$ cat config.mk
export PLATFORM = sky130hd
export DESIGN_NAME = stall_ctrl
export DESIGN_NICKNAME = d
export VERILOG_FILES = /design/src/rtl/stall_ctrl.sv
export SDC_FILE = /design/constraint.sdc
export NUM_CORES = 1
export LEC_CHECK = 0
export CAP_MARGIN = 20
export CELL_PAD_IN_SITES_DETAIL_PLACEMENT = 0
export CELL_PAD_IN_SITES_GLOBAL_PLACEMENT = 1
export CORE_ASPECT_RATIO = 0.75
export CORE_MARGIN = 2
export CORE_UTILIZATION = 43
export DETAILED_ROUTE_END_ITERATION = 10
export PLACE_DENSITY_LB_ADDON = 0.15
export SLEW_MARGIN = 20
export SYNTH_ARGS = -nofsm -noshare
export SYNTH_HDL_FRONTEND = slang
export SYNTH_SLANG_ARGS = --single-unit
$ cat constraint.sdc
create_clock -name cpu_clk_50M -period 4.4 [get_ports cpu_clk_50M]
set_clock_uncertainty 0.1 [all_clocks]
set_input_delay 0.66 -clock cpu_clk_50M [delete_from_list [all_inputs] [get_ports cpu_clk_50M]]
set_output_delay 0.66 -clock cpu_clk_50M [all_outputs]
set_load 0.05 [all_outputs]
$ cat src/rtl/stall_ctrl.sv
// stall_ctrl: load-use hazard stall generation plus sequencer for an iterative restoring 32-bit divider.
// Define DIV_SIGNED_EN to honour div_signed (DIV); without it every divide is unsigned.
module stall_ctrl #(
    parameter int DIV_CYCLES = 32,
    parameter int STALL_W    = 5
) (
    input  logic               cpu_clk_50M,
    input  logic               cpu_rst_n,
    input  logic               id_rreg1,
    input  logic [4:0]         id_ra1,
    input  logic               id_rreg2,
    input  logic [4:0]         id_ra2,
    input  logic               exe_mreg,
    input  logic [4:0]         exe_wa,
    input  logic               div_start,
    input  logic               div_signed,
    input  logic [31:0]        div_dividend,
    input  logic [31:0]        div_divisor,
    output logic [31:0]        div_quot,
    output logic [31:0]        div_rem,
    output logic               div_done,
    output logic [STALL_W-1:0] stall
);

    localparam int CNT_W = $clog2(DIV_CYCLES);
    localparam logic [STALL_W-1:0] STALL_LUSE = STALL_W'(3);
    localparam logic [STALL_W-1:0] STALL_DIV  = STALL_W'(7);

    typedef enum logic [1:0] {
        S_IDLE,
        S_BUSY,
        S_DONE
    } state_t;

    state_t r_state;
    state_t w_nextState;

    logic [CNT_W-1:0] r_cnt;
    logic [31:0]      r_acc;
    logic [31:0]      r_q;
    logic [31:0]      r_dvs;
    logic [31:0]      r_quot;
    logic [31:0]      r_rem;

    logic        w_luse;
    logic        w_accept;
    logic        w_dbz;
    logic        w_lastStep;
    logic [31:0] w_dvdMag;
    logic [31:0] w_dvsMag;
    logic [32:0] w_shAcc;
    logic [32:0] w_diff;
    logic        w_ge;
    logic [31:0] w_stepAcc;
    logic [31:0] w_stepQ;
    logic [31:0] w_finalQuot;
    logic [31:0] w_finalRem;

    assign w_luse = exe_mreg && (exe_wa != 5'd0) &&
                    ((id_rreg1 && (id_ra1 == exe_wa)) || (id_rreg2 && (id_ra2 == exe_wa)));

    assign w_accept   = (r_state == S_IDLE) && div_start;
    assign w_dbz      = (div_divisor == 32'd0);
    assign w_lastStep = (r_state == S_BUSY) && (r_cnt == CNT_W'(DIV_CYCLES - 1));

    // One restoring step: shift the next dividend bit in, keep the difference only if it did not borrow.
    assign w_shAcc   = {r_acc, r_q[31]};
    assign w_diff    = w_shAcc - {1'b0, r_dvs};
    assign w_ge      = ~w_diff[32];
    assign w_stepAcc = w_ge ? w_diff[31:0] : w_shAcc[31:0];
    assign w_stepQ   = {r_q[30:0], w_ge};

`ifdef DIV_SIGNED_EN
    logic r_negQ;
    logic r_negR;
    logic w_dvdNeg;
    logic w_dvsNeg;

    assign w_dvdNeg    = div_signed & div_dividend[31];
    assign w_dvsNeg    = div_signed & div_divisor[31];
    assign w_dvdMag    = w_dvdNeg ? -div_dividend : div_dividend;
    assign w_dvsMag    = w_dvsNeg ? -div_divisor : div_divisor;
    assign w_finalQuot = r_negQ ? -w_stepQ : w_stepQ;
    assign w_finalRem  = r_negR ? -w_stepAcc : w_stepAcc;

    // Result signs are fixed at acceptance; the magnitudes run through the unsigned core.
    always_ff @(posedge cpu_clk_50M or negedge cpu_rst_n) begin
        if (!cpu_rst_n) begin
            r_negQ <= 1'b0;
            r_negR <= 1'b0;
        end else if (w_accept) begin
            r_negQ <= w_dvdNeg ^ w_dvsNeg;
            r_negR <= w_dvdNeg;
        end
    end
`else
    logic w_unusedSigned;

    assign w_unusedSigned = div_signed;
    assign w_dvdMag       = div_dividend;
    assign w_dvsMag       = div_divisor;
    assign w_finalQuot    = w_stepQ;
    assign w_finalRem     = w_stepAcc;
`endif

    always_ff @(posedge cpu_clk_50M or negedge cpu_rst_n) begin
        if (!cpu_rst_n) begin
            r_state <= S_IDLE;
        end else begin
            r_state <= w_nextState;
        end
    end

    // Divide stall wins over load-use; DONE releases the pipeline so a pending hazard is seen in IDLE.
    always_comb begin
        w_nextState = r_state;
        stall       = '0;
        div_done    = 1'b0;
        unique case (r_state)
            S_IDLE: begin
                if (w_luse) begin
                    stall = STALL_LUSE;
                end
                if (div_start) begin
                    stall       = stall | STALL_DIV;
                    w_nextState = w_dbz ? S_DONE : S_BUSY;
                end
            end
            S_BUSY: begin
                stall = STALL_DIV;
                if (w_lastStep) begin
                    w_nextState = S_DONE;
                end
            end
            S_DONE: begin
                div_done    = 1'b1;
                w_nextState = S_IDLE;
            end
            default: begin
                w_nextState = S_IDLE;
            end
        endcase
        if (!cpu_rst_n) begin
            stall = '0;
        end
    end

    // Visible results change only when a divide completes, so they hold across later idle cycles.
    always_ff @(posedge cpu_clk_50M or negedge cpu_rst_n) begin
        if (!cpu_rst_n) begin
            r_cnt  <= '0;
            r_acc  <= '0;
            r_q    <= '0;
            r_dvs  <= '0;
            r_quot <= '0;
            r_rem  <= '0;
        end else if (w_accept) begin
            r_cnt <= '0;
            r_acc <= '0;
            r_q   <= w_dvdMag;
            r_dvs <= w_dvsMag;
            if (w_dbz) begin
                r_quot <= '1;
                r_rem  <= div_dividend;
            end
        end else if (r_state == S_BUSY) begin
            r_cnt <= r_cnt + CNT_W'(1);
            r_acc <= w_stepAcc;
            r_q   <= w_stepQ;
            if (w_lastStep) begin
                r_quot <= w_finalQuot;
                r_rem  <= w_finalRem;
            end
        end
    end

    assign div_quot = r_quot;
    assign div_rem  = r_rem;

endmodule

==> results of run 1 <==
-- per-stage QoR --
stage / hold WS, ps / power [mW] / worst slack, ps / instances / instance area, µm²
6_report: 21.8 / 10.5 / 613 / 1446 / 11300
5_1_grt: 35.8 / 11.3 / 447 / 1446 / 11300
4_1_cts: 23.1 / 10.5 / 598 / 1446 / 11300
3_5_place_dp: 355 / 8.92 / 596 / 1415 / 10700
3_3_place_gp: 351 / 8.85 / 630 / 1415 / 10700
2_1_floorplan: 264 / 7.17 / 1190 / 1023 / 8940
-- path summary, 6_finish.rpt --
check,cells after the start,endpoint,slack (ps),start
max in group asynchronous,3,div_rem[16],2160,cpu_rst_n
min in group cpu_clk_50M,2,div_quot[24],360,div_quot[24]
hold reg to reg,2,div_quot[24],360,div_quot[24]
setup reg to reg,15,div_rem[2],820,r_q[31]
hold / removal,1,div_quot[24],20,cpu_rst_n
setup / recovery,8,stall[0],610,exe_wa[2]
-- cells by family after synthesis --
family | Yosys count | synth area share, %
buffers and inverters | 107 | 5.00
AND/OR/NAND/NOR | 313 | 15.4
AO/OA/AOI/OAI | 351 | 23.0
flip-flops | 167 | 46.7
other | 1 | 0.0419
adder cells (fa/ha/maj) | 35 | 4.98
multiplexers | 12 | 1.34
XOR/XNOR | 36 | 3.53
-- worst register-to-register path: stages, from the launching register on --
cell       delay, ps
dfrtp_1          400
inv_1             60
ha_1             190
inv_1             60
fa_1             420
a211oi_1         260
o21ai_1          210
o211ai_1         200
buf_4            190
a2111oi_4         90
mux2i_1          160
nor2_4           390
buf_4            280
nor3_1            70
a31oi_1          260
a21oi_1          100
-- area by class of cell --
| class | instances | area (µm²) | area share, % |
|---|---|---|---|
| clock buffer | 18 | 429 | 3.79 |
| clock inverter | 13 | 175 | 1.55 |
| inverter | 43 | 161 | 1.43 |
| multi-input combinational | 749 | 4340 | 38.3 |
| sequential | 167 | 4180 | 36.9 |
| tap | 282 | 353 | 3.12 |
| timing repair buffer | 174 | 1690 | 14.9 |
-- per-layer routing --
layer	track usage, %	part of all wire, %	vias up
li1	-	-	3839
met1	34.4	49	3769
met2	35.7	44	199
met3	4.34	4.6	30
met4	6.89	1.8	0
met5	0	0	-
-- registers in the layout (all words and copies together), names as in the netlist --
| name | count |
|---|---|
| r_q | 32 |
| r_dvs | 32 |
| r_state | 2 |
| r_cnt | 5 |
| div_rem | 32 |
| r_acc | 32 |
| div_quot | 32 |
-- where the power goes --
part	switching [mW]	leakage [nW]	internal (mW)
combinational	3.81	2.57	2.32
clock	0.654	0.281	0.899
sequential	0.489	2.03	2.28
-- cell usage after synthesis, types with 3 or more instances --
cell type	number
ha_1	34
o21ai_0	144
mux2i_1	12
o31a_1	4
buf_2	6
xnor2_1	18
dfrtp_1	167
o21ai_1	24
nand4_1	6
a21oi_1	82
nand2b_1	4
clkbuf_1	47
nand3_1	8
o21a_1	5
o21bai_1	4
and3_1	10
nor2_1	45
nor4_1	11
buf_1	3
a31oi_1	8
a22oi_1	32
o211ai_1	5
nor3_1	5
buf_4	6
o22ai_1	3
nand2_1	186
a21o_1	16
a22o_1	4
inv_1	43
or3_1	25
nor2b_1	3
xor2_1	18
a211oi_1	4
==> qor.csv, run 1 <==
stage,metric,value,unit
logic_synthesis,ys_seq_area_share,46.7,%
final_layout,fin_util,55.7,%
global_route,grt_pass1_vias,7509,
final_layout,nets,1273,
final_layout,final_common_cell,nand2_1,
timing,hold_viol,0,
clocking,cts_resized,0,
timing,slew_viol_final,0,
worst_setup_path,crit_fanout,3,
global_route,grt_max_degree,77,
global_route,grt_use_total,23.5,%
worst_setup_path,path_cells,"clkdlybuf4s50_1, xor2_1, nor4_1, nand3_1, nand2_1, o211ai_1, a21oi_1, clkdlybuf4s50_1",
logic_synthesis,post_synth.cell_area_avg,8.75,µm²
floorplanning,io_pins,156,
status,status,completed,
detailed_routing,first_iter_violations,627,
global_route,grt_pass1_wl,40300,µm
logic_synthesis,synth_ff_type,dfrtp_1,
placed_design,place_congestion,0.848,
clocking,clk_path_buf_depth,2,
clocking,clkTransAtPathRegs,70,ps
final_layout,areaGrowthSynthToFinish,26.7,%
logic_synthesis,synth_seq_cells,167,
detailed_routing,postRouteAntennaNets,0,
clocking,cts_setup_buffers,0,
floorplanning,die_h,129,µm
logic_synthesis,syn_inst,1022,
detailed_routing,avgViaCountPerCell,5.42,
power_and_ir_drop,max-vdd-ir-drop,0.574,mV
worst_setup_path,max_stage_delay,840,ps
timing,relSlewSlack,40.9,%
clocking,cts_buffers,17,
timing,finalCritPeriodShare,86.1,%
clocking,ctsHoldBuffers,0,
logic_synthesis,synth.area.top_cells,"dfrtp_1 (47%), o21ai_0 (8.1%), nand2_1 (7.8%)",
detailed_routing,num_vias,7837,
final_layout,diodes,0,
worst_setup_path,critPathKind,primary input to output pin,
placed_design,portBuffers,152,
logic_synthesis,synthArstFlopShare,100,%
clocking,htree_levels,4,
floorplanning,rows,45,
timing,tightest_slew,886,ps
power_and_ir_drop,p_per_area,924,mW/mm²
flow_run,maxCapViolations,0,
worst_setup_path,end_kind,output pin,
logic_synthesis,synth_warnings,0,
worst_setup_path,critical-path-slowest-cell,clkdlybuf4s50_1,
worst_setup_path,cp-start-kind,primary input,
clocking,cts_root_buffer,clkbuf_16,
power_and_ir_drop,p_leak,4.88,nW
floorplanning,core-area,0.0203,mm²
timing,setup_violations,0,
placed_design,hpwl,17700,µm
clocking,cts.sinks,167,
global_route,grt_antenna_before_repair,0,
clocking,clk_latency,430,ps
clocking,cts_tree,built,
detailed_routing,drc_errors,0,
final_layout,fillers,1911,
worst_setup_path,crit_path_frequent_cell,clkdlybuf4s50_1,
logic_synthesis,yosysTopAreaCell,dfrtp_1,
final_layout,drive_gt1_share,5.50,%
detailed_routing,routed_wl,25000,µm
timing,rsz0062_at_grt,no,
worst_setup_path,cp_num_buf_inv,2,
detailed_routing,post_drt_wl_per_cell,17.3,µm
worst_hold_path,hp-class,primary input to async pin,
logic_synthesis,synth_top_area_share,46.7,%
logic_synthesis,synth_edf_count,0,
worst_setup_path,arrival,3030,ps
timing,fmax,264,MHz
timing,layout_min_cycle_time,3790,ps
floorplanning,die_x,171,µm
global_route,grt_overflow_total,0,
logic_synthesis,synth_cell_types,58,
final_layout,most-common-layout-cells,"nand2_1 (186), dfrtp_1 (167), clkdlybuf4s50_1 (151)",
floorplanning,start_util,44.0,%
worst_setup_path,crit_family,buffers and inverters,
logic_synthesis,syn_area,0.00894,mm²
worst_setup_path,cp.required,3640,ps
floorplanning,fp.dieArea,0.0220,mm²
timing,tns,0,ps
detailed_routing,first_pass_iters,5,
Note: power is estimated with default switching activity, not from simulation.
==> run 2, diff against run 1 <==
SKIP_LAST_GASP = 1   (was not set)
==> results of run 2 <==
No change in the layout: final DEF, timing and power equal those of run 1.
